<file path="config.mk">
export PLATFORM = sky130hd
export DESIGN_NAME = if_fetch_unit
export DESIGN_NICKNAME = d
export VERILOG_FILES = /design/src/rtl/if_pkg.sv /design/src/rtl/fetch_meta_fifo.sv /design/src/rtl/if_fetch_unit.sv
export SDC_FILE = /design/constraint.sdc
export NUM_CORES = 1
export LEC_CHECK = 0
export ABC_CLOCK_PERIOD_IN_PS = 5800
export CAP_MARGIN = 20
export CORE_MARGIN = 2
export CORE_UTILIZATION = 50
export DETAILED_ROUTE_END_ITERATION = 8
export PLACE_DENSITY = 0.76
export REMOVE_ABC_BUFFERS = 1
export SYNTH_ARGS = -nofsm -noshare
export SYNTH_HDL_FRONTEND = slang
export SYNTH_HIERARCHICAL = 1
export SYNTH_SLANG_ARGS = --single-unit
</file>
<file path="constraint.sdc">
create_clock -name i_clk -period 5.8 [get_ports i_clk]
set_clock_uncertainty 0.2 [all_clocks]
set_input_delay 0.87 -clock i_clk [delete_from_list [all_inputs] [get_ports i_clk]]
set_output_delay 0.87 -clock i_clk [all_outputs]
set_load 0.02 [all_outputs]
</file>
<file path="src/rtl/if_pkg.sv">
// Shared types and encodings for the instruction-fetch stage.
package if_pkg;

  localparam logic [1:0] PC_SEL_SEQ  = 2'b00;
  localparam logic [1:0] PC_SEL_ALU  = 2'b01;
  localparam logic [1:0] PC_SEL_FALL = 2'b10;
  localparam logic [1:0] PC_SEL_PRED = 2'b11;

  localparam logic [31:0] NOP_INSTR = 32'h0000_0013;

  typedef struct packed {
    logic [31:0] pc;
    logic [31:0] pc4;
    logic        pred;
    logic        epoch;
  } fetch_meta_t;

endpackage

</file>
<file path="src/rtl/fetch_meta_fifo.sv">
// In-order metadata FIFO pairing each accepted fetch with its eventual response.
module fetch_meta_fifo
  import if_pkg::*;
#(
  parameter int unsigned DEPTH = 2
) (
  input  logic        clk,
  input  logic        rst_n,
  input  logic        push,
  input  fetch_meta_t wdata,
  input  logic        pop,
  output fetch_meta_t rdata,
  output logic        full,
  output logic        empty
);

  localparam int unsigned AW = (DEPTH > 1) ? $clog2(DEPTH) : 1;
  localparam int unsigned CW = $clog2(DEPTH + 1);

  fetch_meta_t   mem_q [DEPTH];
  logic [AW-1:0] wptr_q, rptr_q;
  logic [CW-1:0] count_q;
  logic          push_ok, pop_ok;

  // Explicit wrap keeps DEPTH == 1 correct with a 1-bit pointer.
  function automatic logic [AW-1:0] ptr_inc(input logic [AW-1:0] p);
    return (p == AW'(DEPTH - 1)) ? '0 : p + 1'b1;
  endfunction

  assign full    = (count_q == CW'(DEPTH));
  assign empty   = (count_q == '0);
  assign push_ok = push & ~full;
  assign pop_ok  = pop & ~empty;
  assign rdata   = mem_q[rptr_q];

  always_ff @(posedge clk) begin
    if (push_ok) mem_q[wptr_q] <= wdata;
  end

  always_ff @(posedge clk or negedge rst_n) begin
    if (!rst_n) begin
      wptr_q  <= '0;
      rptr_q  <= '0;
      count_q <= '0;
    end else begin
      if (push_ok) wptr_q <= ptr_inc(wptr_q);
      if (pop_ok)  rptr_q <= ptr_inc(rptr_q);
      count_q <= count_q + CW'(push_ok) - CW'(pop_ok);
    end
  end

endmodule

</file>
<file path="src/rtl/if_fetch_unit.sv">
// IF stage: owns the fetch PC, issues imem requests, filters stale responses by epoch
// and loads the IF/ID register.
module if_fetch_unit
  import if_pkg::*;
#(
  parameter logic [31:0] RESET_PC        = 32'h0000_0000,
  parameter int unsigned MAX_OUTSTANDING = 2,
  parameter logic [31:0] NOP_INSTR       = if_pkg::NOP_INSTR
) (
  input  logic        i_clk,
  input  logic        i_rst_n,
  input  logic        i_stall,
  input  logic        i_flush,
  input  logic [1:0]  i_pc_sel,
  input  logic [31:0] i_pred_target,
  input  logic [31:0] i_alu_ex,
  input  logic [31:0] i_pc_four_EX,
  output logic [31:0] o_pc_now,
  output logic        o_imem_req_valid,
  input  logic        i_imem_req_ready,
  output logic [31:0] o_imem_addr,
  input  logic        i_imem_rsp_valid,
  input  logic [31:0] i_imem_rsp_data,
  output logic [31:0] o_instr_ID,
  output logic [31:0] o_pc_debug_ID,
  output logic [31:0] o_pc_four_ID,
  output logic        o_pc_sel_ID,
  output logic        o_valid_ID
);

  localparam int unsigned CW = $clog2(MAX_OUTSTANDING + 1);

  typedef enum logic [1:0] {StRun, StFull, StHold} state_e;

  state_e      state_q, state_d;
  logic [31:0] pc_q, pc_d, pc_plus4;
  logic        epoch_q;
  logic [CW-1:0] cnt_q, cnt_d;

  logic        skid_valid_q, skid_valid_d;
  fetch_meta_t skid_meta_q, skid_meta_d;
  logic [31:0] skid_instr_q, skid_instr_d;

  logic [31:0] instr_id_q, instr_id_d, pc_id_q, pc_id_d, pc4_id_q, pc4_id_d;
  logic        pred_id_q, pred_id_d, valid_id_q, valid_id_d;

  logic        req_en, accept, rsp_pop, rsp_live, fifo_full, fifo_empty;
  fetch_meta_t push_meta, head;

  assign pc_plus4  = pc_q + 32'd4;
  assign accept    = o_imem_req_valid & i_imem_req_ready;
  assign rsp_pop   = i_imem_rsp_valid & ~fifo_empty;
  assign rsp_live  = rsp_pop & (head.epoch == epoch_q);
  assign push_meta = '{pc: pc_q, pc4: pc_plus4, pred: (i_pc_sel == PC_SEL_PRED), epoch: epoch_q};
  assign cnt_d     = cnt_q + CW'(accept) - CW'(rsp_pop);

  fetch_meta_fifo #(
    .DEPTH (MAX_OUTSTANDING)
  ) u_meta_fifo (
    .clk   (i_clk),
    .rst_n (i_rst_n),
    .push  (accept),
    .wdata (push_meta),
    .pop   (rsp_pop),
    .rdata (head),
    .full  (fifo_full),
    .empty (fifo_empty)
  );

  always_comb begin
    state_d = StRun;
    if (cnt_d == CW'(MAX_OUTSTANDING)) state_d = StFull;
    else if (skid_valid_d)             state_d = StHold;
    unique case (state_q)
      StRun, StHold: req_en = 1'b1;
      StFull:        req_en = 1'b0;
      default:       req_en = 1'b0;
    endcase
    o_imem_req_valid = i_rst_n & req_en & ~i_stall & ~i_flush;
  end

  always_comb begin
    pc_d = pc_q;
    if (i_flush)     pc_d = (i_pc_sel == PC_SEL_ALU) ? i_alu_ex : i_pc_four_EX;
    else if (accept) pc_d = (i_pc_sel == PC_SEL_PRED) ? i_pred_target : pc_plus4;
  end

  // A matching response during stall parks in the skid; while it drains, a new one refills it.
  always_comb begin
    skid_valid_d = skid_valid_q;
    skid_meta_d  = skid_meta_q;
    skid_instr_d = skid_instr_q;
    if (i_flush) begin
      skid_valid_d = 1'b0;
    end else if (i_stall || skid_valid_q) begin
      if (!i_stall) skid_valid_d = 1'b0;
      if (rsp_live) begin
        skid_valid_d = 1'b1;
        skid_meta_d  = head;
        skid_instr_d = i_imem_rsp_data;
      end
    end
  end

  always_comb begin
    instr_id_d = instr_id_q;
    pc_id_d    = pc_id_q;
    pc4_id_d   = pc4_id_q;
    pred_id_d  = pred_id_q;
    valid_id_d = valid_id_q;
    if (i_flush || !i_stall) begin
      instr_id_d = NOP_INSTR;
      pc_id_d    = '0;
      pc4_id_d   = '0;
      pred_id_d  = 1'b0;
      valid_id_d = 1'b0;
      if (!i_flush && skid_valid_q) begin
        instr_id_d = skid_instr_q;
        pc_id_d    = skid_meta_q.pc;
        pc4_id_d   = skid_meta_q.pc4;
        pred_id_d  = skid_meta_q.pred;
        valid_id_d = 1'b1;
      end else if (!i_flush && rsp_live) begin
        instr_id_d = i_imem_rsp_data;
        pc_id_d    = head.pc;
        pc4_id_d   = head.pc4;
        pred_id_d  = head.pred;
        valid_id_d = 1'b1;
      end
    end
  end

  always_ff @(posedge i_clk or negedge i_rst_n) begin
    if (!i_rst_n) begin
      state_q      <= StRun;
      pc_q         <= RESET_PC;
      epoch_q      <= 1'b0;
      cnt_q        <= '0;
      skid_valid_q <= 1'b0;
      skid_meta_q  <= '0;
      skid_instr_q <= '0;
      instr_id_q   <= NOP_INSTR;
      pc_id_q      <= '0;
      pc4_id_q     <= '0;
      pred_id_q    <= 1'b0;
      valid_id_q   <= 1'b0;
    end else begin
      state_q      <= state_d;
      pc_q         <= pc_d;
      epoch_q      <= epoch_q ^ i_flush;
      cnt_q        <= cnt_d;
      skid_valid_q <= skid_valid_d;
      skid_meta_q  <= skid_meta_d;
      skid_instr_q <= skid_instr_d;
      instr_id_q   <= instr_id_d;
      pc_id_q      <= pc_id_d;
      pc4_id_q     <= pc4_id_d;
      pred_id_q    <= pred_id_d;
      valid_id_q   <= valid_id_d;
    end
  end

  assign o_pc_now      = pc_q;
  assign o_imem_addr   = pc_q;
  assign o_instr_ID    = instr_id_q;
  assign o_pc_debug_ID = pc_id_q;
  assign o_pc_four_ID  = pc4_id_q;
  assign o_pc_sel_ID   = pred_id_q;
  assign o_valid_ID    = valid_id_q;

  a_rsp_has_meta: assert property (@(posedge i_clk) disable iff (!i_rst_n)
    i_imem_rsp_valid |-> !fifo_empty);
  a_no_overflow: assert property (@(posedge i_clk) disable iff (!i_rst_n)
    accept |-> !fifo_full);
  a_skid_single: assert property (@(posedge i_clk) disable iff (!i_rst_n)
    (i_stall && !i_flush && skid_valid_q) |-> !rsp_live);

endmodule

</file>
=== Word level (Yosys, flattened, before mapping) ===
Memory sizes are Yosys's and may differ from the RTL's.
Cells that the tools add are included.

* Register bits after elaboration: 237
* RAM bits: 132
* Input bits: 136
* Output and inout bits: 163
* Logic and storage cells: 80
* Memories kept: 1

* $add $sub $neg: 7
* Equal/unequal tests: 6
* Muxes and demuxes: 25
* Bitwise logic cells: 13
* Reduce and logical (&&, ||, !) cells: 11

{| class="wikitable"
|+ Memories
! name !! depth !! width !! read ports !! clocked after memory_dff !! write ports !! RTL line !! text
|-
| u_meta_fifo.mem_q || 2 || 66 || 1 || 0 || 1 || fetch_meta_fifo.sv:20 || <nowiki>fetch_meta_t mem_q [DEPTH];</nowiki>
|}

{| class="wikitable"
|+ Operator list
! kind !! count
|-
| 32-bit two-way mux || 10
|-
| 32-bit by 3-bit adder with 32-bit output (second input constant) || 1
|-
| 1-bit two-way mux || 13
|-
| 1-bit AND || 8
|-
| 2-bit == test (second input constant) || 4
|-
| 2-bit by 1-bit adder with 2-bit output || 2
|-
| 2-bit zero test || 2
|-
| 2-bit two-way mux || 2
|-
| 1-bit inverter || 4
|-
| 2-bit by 1-bit subtractor with 2-bit output || 2
|-
| 3-bit AND reduction || 1
|-
| 1-bit adder (second input constant) || 2
|-
| 2-bit by 1-bit == test with 1-bit output (second input constant) || 1
|-
| 1-bit logical AND || 2
|-
| 1-bit zero test || 2
|-
| 1-bit logical OR || 2
|-
| 2-bit nonzero test || 1
|-
| 2-bit OR reduction || 1
|-
| 1-bit == test || 1
|-
| 1-bit XOR || 1
|}

=== Logic depth before layout (Yosys ltp) ===
Gate-level depths: netlist (run 1).

* Depth in word-level cells: 11
* Mapped depth: 11
* Gate-level depth less buffers: 10

=== Modules after synthesis ===
The synthesis (run 1) kept the hierarchy.

{| class="wikitable"
|+ Modules (own cells, without submodules)
! module !! instances !! cells each !! area each (um2) !! sequential area each (um2)
|-
| if_fetch_unit || 1 || 1,228 || 12,011.5 || 5,809.3
|-
| fetch_meta_fifo || 1 || 223 || 5,073.6 || 4,063.9
|}

=== Worst setup path before layout (run 1) ===
Ideal clock, no wire load.

* Path type: input-to-reg
* Start: input i_stall
* End: memory u_meta_fifo/mem_q[0][0] (netlist name), enable pin
* Library setup time: 0.490 ns
* Arrival: 4.438 ns
* Required time: 5.110 ns
* Slack: 0.672 ns
* Stages: 6
* Buffers on the path: 0
* Cells stage by stage: nor3b_1 > and2_1 > nand2_1 > inv_1 > nand2_1 > nor2_1

* Word-level cells in the longest chain between the ends: 7

{| class="wikitable"
|+ Ends and longest elaborated chain
! item !! RTL line !! text
|-
| start: declaration || if_fetch_unit.sv:12 || <nowiki>input logic i_stall,</nowiki>
|-
| 1-bit inverter || if_fetch_unit.sv:79 || <nowiki>o_imem_req_valid = i_rst_n & req_en & ~i_stall & ~i_flush;</nowiki>
|-
| 1-bit AND (2 in a row) || if_fetch_unit.sv:79 ||
|-
| named net o_imem_req_valid || if_fetch_unit.sv:19 || <nowiki>output logic o_imem_req_valid,</nowiki>
|-
| 1-bit AND || if_fetch_unit.sv:51 || <nowiki>assign accept = o_imem_req_valid & i_imem_req_ready;</nowiki>
|-
| named net accept || if_fetch_unit.sv:47 || <nowiki>logic req_en, accept, rsp_pop, rsp_live, fifo_full, fifo_empty;</nowiki>
|-
| 1-bit AND || fetch_meta_fifo.sv:32 || <nowiki>assign push_ok = push & ~full;</nowiki>
|-
| 1-bit two-way mux || fetch_meta_fifo.sv:37 || <nowiki>if (push_ok) mem_q[wptr_q] <= wdata;</nowiki>
|-
| 1-bit two-way mux (not written as such) || fetch_meta_fifo.sv:37 ||
|-
| end: declaration || fetch_meta_fifo.sv:20 ||
|}

The timed path passes the listed nets, and every way through them passes these cells.

=== Worst setup path after layout (run 1) ===
* Start: input i_rst_n
* End: output o_imem_req_valid

* Word-level cells in the longest chain between the ends: 3

{| class="wikitable"
|+ Ends and longest elaborated chain
! item !! RTL line !! text
|-
| start: declaration || if_fetch_unit.sv:11 || <nowiki>input logic i_rst_n,</nowiki>
|-
| 1-bit AND (3 in a row) || if_fetch_unit.sv:79 ||
|-
| end: declaration || if_fetch_unit.sv:19 ||
|}

No other way between the ends.

==> results of run 1 <==
per-layer routing:
metal / share of wire, % / GRT usage (%) / vias to the layer above
met5: 0.028 / 0 / -
met4: 3.2 / 8.41 / 2
met3: 7.3 / 3.87 / 84
met2: 48 / 40.2 / 497
met1: 42 / 32.6 / 6041
li1: - / - / 5547
sequential cells by signal, indices dropped and copies added (netlist names):
register and count:
skid_valid_q 1, o_valid_ID 1, u_meta_fifo/mem_q 132, u_meta_fifo/count_q 2, skid_instr_q 32, u_meta_fifo/wptr_q 1
cnt_q 2, u_meta_fifo/rptr_q 1, o_pc_four_ID 32, state_q 1, o_imem_addr 32, o_pc_debug_ID 32
epoch_q 1, skid_meta_q 65, o_instr_ID 32, o_pc_sel_ID 1
worst max-delay path: stages:
cell             delay (ns)
buf_8                  0.40
nor3b_1                0.52
and2_1                 0.23
clkdlybuf4s50_1        0.69
area by class of cell:
class                   count  area (um2)  share of cell area [%]
clock inverters            14         195                   0.924
repair buffers            316        3120                    14.8
diodes                      1        2.50                  0.0118
clock buffers              53        1070                    5.06
multi-input cells         896        6240                    29.5
flip-flops and latches    368        9880                    46.7
well taps                 448         561                    2.65
inverters                  16        60.1                   0.284
final timing paths:
kind,startpoint,endpoint,slack (ns),cells past startpoint
min,i_rst_n,o_instr_ID[26],0.10,1
max in group asynchronous,i_rst_n,u_meta_fifo/rptr_q,3.96,2
min reg2reg,skid_meta_q[8],skid_meta_q[8],0.29,1
min in group i_clk,skid_meta_q[8],skid_meta_q[8],0.29,1
max reg2reg,skid_valid_q,skid_meta_q[11],2.69,5
max,i_rst_n,o_imem_req_valid,1.95,4
report_power, final:
group / leakage, nW / internal [W] / total (W) / switching (W)
combinational: 3.73 / 0.00116 / 0.00228 / 0.00111
sequential: 4.13 / 0.00331 / 0.00376 / 0.000454
clock: 0.621 / 0.00151 / 0.00248 / 0.000970
total: 8.48 / 0.00597 / 0.00851 / 0.00254
through the flow:
| stage | instance area, um2 | setup TNS, ns | power (W) | utilization [%] |
|---|---|---|---|---|
| 4_1_cts | 21100 | 0 | 0.00856 | 62.9 |
| 6_report | 21100 | 0 | 0.00851 | 62.9 |
| 5_1_grt | 21100 | 0 | 0.00890 | 62.9 |
| 3_5_place_dp | 19900 | 0 | 0.00608 | 59.1 |
| 3_3_place_gp | 19900 | 0 | 0.00596 | 59.1 |
| 2_1_floorplan | 16100 | -196.23 | 0.00512 | - |
==> flow_summary_export.csv, run 1 <==
group,metric,value,unit
status,outcome,"finished, final reports clean",
grt,grt_first_pass_wirelength,67800,um
cts,cts.path.max_buffers,3,
route,drtPass1Iterations,6,
grt,gr-total-overflow,0,
cts,clock_latency,0.53,ns
placement,port_buffers,298,
cts,post_cts_resized,0,
route,drc,0,
timing,setup_ws,1.95,ns
cts,cts.sinks,368,
floorplan,io_pins,299,
timing,hold_viol,0,
critical_path,worstPathRequired,4.73,ns
finish,areaGrowthSynthToFinish,23.7,%
critical_path,crit_arrival,2.78,ns
grt,grt_pass1_vias,12224,
placement,place.gp.congestion,0.794,
route,ant_nets,0,
finish,drive_above_1_share,14.9,%
placement,dpl.cell_count,2044,
finish,finalNonFillerCells,2112,
critical_path,crit_type,"primary input to output pin",
grt,antenna_found_initial,2,
route,vias_per_cell,5.76,
finish,fillers,2579,
critical_path,endpoint_kind,"output pin",
grt,grt.total_usage,24.2,%
timing,rsz0062_at_grt,"no",
worst_hold_path,hp-class,"primary input to asynchronous set/reset pin",
route,vias,12171,
finish,fin_nets,1776,
finish,final_cell_mix,"294 x clkdlybuf4s50_1, 231 x dfrtp_1, 230 x nor2_1",
logic_synthesis,ys_warn_count,6,
route,drt-initial-drc-count,976,
power,power.density,403,nW/um2
grt,grt_max_degree,90,
placement,dp_hpwl,27700,um
floorplan,die-area,35700,um2
critical_path,crit_fanout,71,
timing,tightestPinTransition,1.13,ns
cts,post-cts-setup-buffers,0,
placement,dp_slack,1.78,ns
timing,max_freq,260,MHz
route,routedWlPerCell,20.6,um
timing,setup_viol,0,
critical_path,setup.worst_path.start_class,"primary input",
logic_synthesis,avgSynthCellArea,11.8,um2
floorplan,die_h,189,um
cts,cts_tree,"done",
logic_synthesis,synthCells,1450,
cts,clockRootBuffer,"clkbuf_16",
timing,slew_headroom,24.8,%
power,power.leakage,8.48,nW
floorplan,die_w,189,um
timing,finalHoldWorstSlack,0.102,ns
power,ir_worst_vdd,0.186,mV
timing,timing.final.crit_share,66.4,%
timing,min_period,3.85,ns
route,routed_wl,43500,um
cts,cts_buffers,37,
floorplan,core_area,33600,um2
timing,final_max_slew_viol_count,0,
floorplan,initial_core_util,50.8,%
cts,htree_levels,2,
cts,holdBufCountCts,0,
cts,path_clk_slew,0.06,ns
finish,layout_commonest_cell,"clkdlybuf4s50_1",
logic_synthesis,synth_area,17100,um2
floorplan,num_rows,67,
run,max_cap_violations,0,
No activity file was read; power rests on OpenSTA's default activity.
==> inputs of run 2 (changes only) <==
Settings changed: ABC_CLOCK_PERIOD_IN_PS 5800 to 3500, CORE_UTILIZATION 50 to 48, PLACE_DENSITY 0.76 to 0.77.
Clock period 5.8 ns to 3.5 ns, I/O delays scaled along.
==> run 2 against run 1 <==
  * Design area rose by 1.1%
  * Sequential power rose by 64%
  * Largest cell class unchanged
  * Clock power rose by 66%
  * Die area rose by 4.1%
  * Highest routed layer unchanged
==> flow_summary_export.csv, run 2 (synthesis results as in run 1) <==
group,metric,value,unit
timing,timing.final.crit_share,91.1,%
grt,grt_pass1_vias,12725,
power,clkPwrFrac,29.0,%
power,power.leakage,8.59,nW
cts,clock_latency,0.54,ns
finish,largest_register,"u_meta_fifo/mem_q",
critical_path,crit_type,"primary input to output pin",
critical_path,timing.rr.start,"o_imem_addr[3]",
power,comb_power_share,27.6,%
placement,dp_hpwl,28500,um
finish,fillers,2738,
timing,setup_viol,0,
power,p_int,0.00987,W
critical_path,worstPathRequired,2.77,ns
run,max_cap_violations,0,
floorplan,die-area,37100,um2
route,vias,12507,
timing,rsz0062_at_grt,"no",
timing,max_freq,314,MHz
grt,gr-total-overflow,0,
timing,tightestPinTransition,0.932,ns
power,p_switching,0.00431,W
route,drt-initial-drc-count,906,
timing,tns,0,ns
grt,antenna_found_initial,2,
cts,clockRootBuffer,"clkbuf_16",
cts,htree_levels,2,
cts,cts_buffers,40,
finish,layout_commonest_cell,"clkdlybuf4s50_1",
cts,cts_tree,"done",
floorplan,die_w,193,um
cts,post-cts-setup-buffers,0,
critical_path,r2r_slack,0.72,ns
route,vias_per_cell,5.82,
finish,final_core_util,60.5,%
timing,final_max_slew_viol_count,0,
finish,fin_nets,1794,
power,swShare,30.4,%
finish,areaGrowthSynthToFinish,25.1,%
placement,place.gp.congestion,0.811,
critical_path,critPathLaunch,"i_rst_n",
floorplan,num_rows,69,
route,drtPass1Iterations,7,
power,ir_worst_vdd,0.415,mV
grt,grt_first_pass_wirelength,70200,um
power,p_seq_share,43.4,%
floorplan,core_area,35300,um2
route,ant_nets,0,
critical_path,crit_fanout,14,
finish,drive_above_1_share,15.9,%
timing,min_period,3.19,ns
timing,hold_viol,0,
power,power.density,664,nW/um2
floorplan,die_h,193,um
cts,cts.sinks,368,
route,drc,0,
floorplan,io_pins,299,
finish,final_cell_mix,"294 x clkdlybuf4s50_1, 231 x dfrtp_1, 230 x nor2_1",
critical_path,crit_arrival,2.46,ns
worst_hold_path,hp-class,"primary input to asynchronous set/reset pin",
floorplan,initial_core_util,48.4,%
cts,cts.path.max_buffers,3,
grt,grt_max_degree,115,
placement,port_buffers,298,
route,routedWlPerCell,21.5,um
timing,slew_headroom,37.9,%
critical_path,setup.worst_path.start_class,"primary input",
grt,grt.total_usage,24.7,%
cts,path_clk_slew,0.05,ns
finish,reg_top3,"u_meta_fifo/mem_q: 132 flops, skid_meta_q: 65 flops",
finish,largest_register_ff_count,132,
critical_path,endpoint_kind,"output pin",
status,outcome,"finished, final reports clean",
route,routed_wl,46100,um
## run 2: cell types whose count changed in the layout (fill, tap and decap cells not counted), moves of 2 or more
cell and delta:
clkinv_4 +2, clkbuf_16 +4, clkbuf_1 +3, buf_4 +9, buf_12 +5, clkinv_1 -2
clkbuf_8 +4, bufinv_16 -5
## run 2: path summary, 6_finish.rpt
| check | end | depth (start not counted) |
|---|---|---|
| hold reg to reg | skid_instr_q[24] | 1 |
| setup reg to reg | o_imem_addr[24] | 6 |
| hold / removal | o_instr_ID[26] | 2 |
| max in group asynchronous | skid_meta_q[18] | 4 |
| min in group i_clk | skid_instr_q[24] | 1 |
| setup / recovery | o_imem_req_valid | 6 |
## run 2: final cells by class
cell class | count | area (um2) | area share [%]
antenna | 2 | 5.00 | 0.0234
clock buffer | 64 | 1230 | 5.78
clock inverter | 10 | 63.8 | 0.299
inverter | 16 | 60.1 | 0.281
multi-input combinational | 896 | 6240 | 29.2
sequential | 368 | 9880 | 46.2
tap | 461 | 577 | 2.70
timing repair buffer | 331 | 3300 | 15.5
## run 2: metrics by stage
stage               cells  worst slack (ns)  area (um2)  hold WS (ns)  power, W
CTS                  2146             0.324       21400         0.197    0.0143
detailed placement   2071             0.554       20000         0.143    0.0101
global placement     2071             0.673       20000         0.145   0.00995
finish               2148             0.312       21400         0.215    0.0142
global route         2146             0.240       21400         0.210    0.0148
floorplan            1280             -3.63       16100        0.0294   0.00849
## run 2: what timing repair did
item	CTS	global route
hold buffers	1	0
resized for setup	0	0
endpoints found under the hold margin	10	0
## run 2: metal layers
layer  part of all wire (%)  vias up  GRT usage, %
met4                    2.6        2          7.75
met5                  0.035        -             0
met3                    7.7       82          4.44
met2                     50      551          42.5
met1                     40     6290          31.6
li1                       -     5582             -
## run 2: power groups by stage
stage / clock [W] / combinational [W] / sequential (W)
3_3_place_gp: 0 / 0.00380 / 0.00614
5_1_grt: 0.00436 / 0.00420 / 0.00626
6_report: 0.00411 / 0.00391 / 0.00615
3_5_place_dp: 0 / 0.00392 / 0.00621
2_1_floorplan: 0 / 0.00191 / 0.00657
4_1_cts: 0.00419 / 0.00394 / 0.00614
## run 2: critical path, cell delays in order
cell and delay (ns):
dlygate4sd3_1 0.57, buf_8 0.18, nor3b_1 0.22, buf_4 0.17, and2_1 0.15, clkdlybuf4s50_1 0.64
==> inputs of run 3 (changes only) <==
Settings changed: CORE_UTILIZATION 48 to 40, PLACE_DENSITY 0.77 to 0.66, SYNTH_HIERARCHICAL 1 to unset.
==> run 3 against run 2 <==
  * Synthesized cell count shrank 7.9%
  * Sequential cell count shrank 8
  * Area after synthesis shrank 3.7%
  * Core utilization shrank 9.0 points
  * Critical path depth shrank 2
  * Clock power is essentially flat
  * Via count shrank 6.7%
  * Critical endpoint unchanged
  * Largest cell class unchanged
  * Largest power group unchanged
  * Highest routed layer unchanged
==> flow_summary_export.csv, run 3 <==
group,metric,value,unit
finish,finalNonFillerCells,2122,
finish,final_core_util,51.5,%
placement,dp_hpwl,29700,um
finish,areaGrowthSynthToFinish,27.6,%
timing,max_freq,337,MHz
power,power.density,667,nW/um2
critical_path,reg2reg_depth,6,
grt,grt_pass1_vias,11945,
floorplan,die_h,207,um
critical_path,crit_arrival,2.24,ns
floorplan,num_rows,74,
logic_synthesis,ys_seq_area_share,58.7,%
logic_synthesis,synth_area_leader_cell,"dfrtp_1",
cts,post_cts_resized,0,
finish,multi_input_area,5860,um2
logic_synthesis,synthTopCellsByArea,"dfrtp_1 35%, edfxtp_1 23%, mux2_2 8.9%",
critical_path,crit_type,"primary input to output pin",
timing,tightestPinTransition,1.03,ns
finish,largest_register,"u_meta_fifo.mem_q",
status,outcome,"finished, final reports clean",
cts,cts_tree,"done",
floorplan,io_pins,299,
floorplan,initial_core_util,40.4,%
cts,htree_levels,2,
grt,grt_max_degree,158,
critical_path,worstPathRequired,2.77,ns
grt,grt_first_pass_wirelength,69000,um
logic_synthesis,synth.distinct_cells,60,
logic_synthesis,ys_seq_elements,360,
cts,cts.sinks,360,
floorplan,core_area,40700,um2
route,drt-initial-drc-count,858,
worst_hold_path,hold_end,"o_imem_addr[2]",
logic_synthesis,synthCells,1335,
placement,port_buffers,298,
finish,ff_latch_area,9660,um2
cts,cts.path.max_buffers,3,
timing,slew_headroom,31.2,%
grt,gr-total-overflow,0,
logic_synthesis,synthFlopType,"dfrtp_1",
route,routedWlPerCell,21.3,um
logic_synthesis,synth.most_common_cell,"dfrtp_1",
finish,final_cell_mix,"296 x clkdlybuf4s50_1, 228 x dfrtp_1, 208 x nor2_1",
floorplan,die-area,42800,um2
logic_synthesis,synthArstFlopShare,64.4,%
finish,reg_top3,"u_meta_fifo.mem_q: 128 flops, skid_meta_q: 63 flops",
placement,place_area,19700,um2
finish,layout_commonest_cell,"clkdlybuf4s50_1",
critical_path,r2r_slack,0.71,ns
finish,drive_above_1_share,18.3,%
logic_synthesis,synth_area,16400,um2
timing,final_max_slew_viol_count,0,
finish,postLayoutCellArea,21000,um2
cts,path_clk_slew,0.06,ns
logic_synthesis,yosys-top-cells-count,"229 x dfrtp_1, 208 x nor2_1, 130 x mux2_2",
critical_path,timing.rr.start,"u_meta_fifo.count_q[1]",
grt,grt.total_usage,21.0,%
cts,cts_buffers,40,
timing,rsz0062_at_grt,"no",
timing,tns,0,ns
logic_synthesis,avgSynthCellArea,12.3,um2
power,ir_worst_vdd,0.330,mV
floorplan,die_w,207,um
timing,hold_viol,0,
critical_path,crit_fanout,13,
route,vias_per_cell,5.50,
grt,antenna_found_initial,3,
critical_path,reg2reg_to,"skid_instr_q[7]",
worst_hold_path,hp-class,"primary input to register",
critical_path,setup.worst_path.start_class,"primary input",
cts,clock_latency,0.55,ns
logic_synthesis,synth-edff-count,128,
route,ant_nets,0,
worst_hold_path,hold_path_depth,2,
timing,setup_viol,0,
route,drtPass1Iterations,8,
logic_synthesis,netlist.area_leader.share,34.8,%
critical_path,endpoint_kind,"output pin",
run,max_cap_violations,0,
route,routed_wl,45100,um
timing,timing.final.crit_share,84.7,%
route,drc,0,
finish,fillers,3586,
cts,clockRootBuffer,"clkbuf_16",
finish,largest_register_ff_count,128,
logic_synthesis,ys_warn_count,0,
finish,fin_nets,1697,
placement,place.gp.congestion,0.797,
worst_hold_path,hold_start,"i_flush",
timing,min_period,2.96,ns
placement,dpl.cell_count,2045,
power,power.leakage,8.27,nW
route,vias,11666,
==> run 3: worst max-delay path by stage <==
stage / start / end / slack (ns) / cells after the start
after floorplan: u_meta_fifo.rptr_q / o_instr_ID[10] / -3.02 / 5
after global placement: i_imem_rsp_valid / skid_instr_q[3] / 0.51 / 7
after detailed placement: i_imem_rsp_valid / skid_instr_q[3] / 0.46 / 7
after CTS: i_rst_n / o_imem_req_valid / 0.48 / 4
after global routing: i_rst_n / o_imem_req_valid / 0.48 / 4
final: i_rst_n / o_imem_req_valid / 0.54 / 4
==> run 3: per-stage QoR <==
step | worst slack (ns) | power (W) | hold slack, ns
finish | 0.535 | 0.0140 | 0.0686
global route | 0.483 | 0.0147 | 0.0749
CTS | 0.483 | 0.0141 | 0.0614
detailed placement | 0.462 | 0.00995 | 0.157
global placement | 0.515 | 0.00983 | 0.159
floorplan | -3.02 | 0.00830 | 0.0294
==> run 3: metal layers <==
layer | GRT usage, % | share of wire, %
met1 | 27.2 | 42
met2 | 35.5 | 48
met3 | 3.77 | 6.4
met4 | 7.70 | 3.0
met5 | 0 | 0.020
==> run 3: layout make-up <==
| type | count | share of cell area [%] |
|---|---|---|
| Antenna cell | 2 | 0.0239 |
| Clock buffer | 55 | 5.23 |
| Clock inverter | 19 | 0.912 |
| Inverter | 18 | 0.322 |
| Multi-Input combinational cell | 791 | 27.9 |
| Sequential cell | 360 | 46.0 |
| Tap cell | 532 | 3.17 |
| Timing Repair Buffer | 345 | 16.4 |
==> run 3: logic make-up after synthesis <==
| logic type | after synthesis | synth area share (%) |
|---|---|---|
| DFF | 360 | 58.7 |
| adders and majority gates | 5 | 0.380 |
| AOI/OAI and AO/OA | 264 | 12.1 |
| and+or+nand+nor | 323 | 9.14 |
| xor gates and xnor gates | 36 | 1.92 |
| muxes | 163 | 11.8 |
| buffers and inverters | 184 | 5.99 |
==> run 3: worst max-delay path: stages <==
cell,delay [ns]
dlygate4sd3_1,0.59
buf_8,0.20
nor4b_1,0.26
clkdlybuf4s50_1,0.65
==> run 3: repair_timing <==
item                                   4_1_cts  5_1_grt
buffers inserted                             0        0
hold buffers                                 1        0
endpoints found under the hold margin        9        0
==> run 3: power breakdown <==
part / internal, W / switching, W
Sequential: 0.00536 / 0.000647
Clock: 0.00243 / 0.00171
Combinational: 0.00200 / 0.00185
Total: 0.00980 / 0.00421
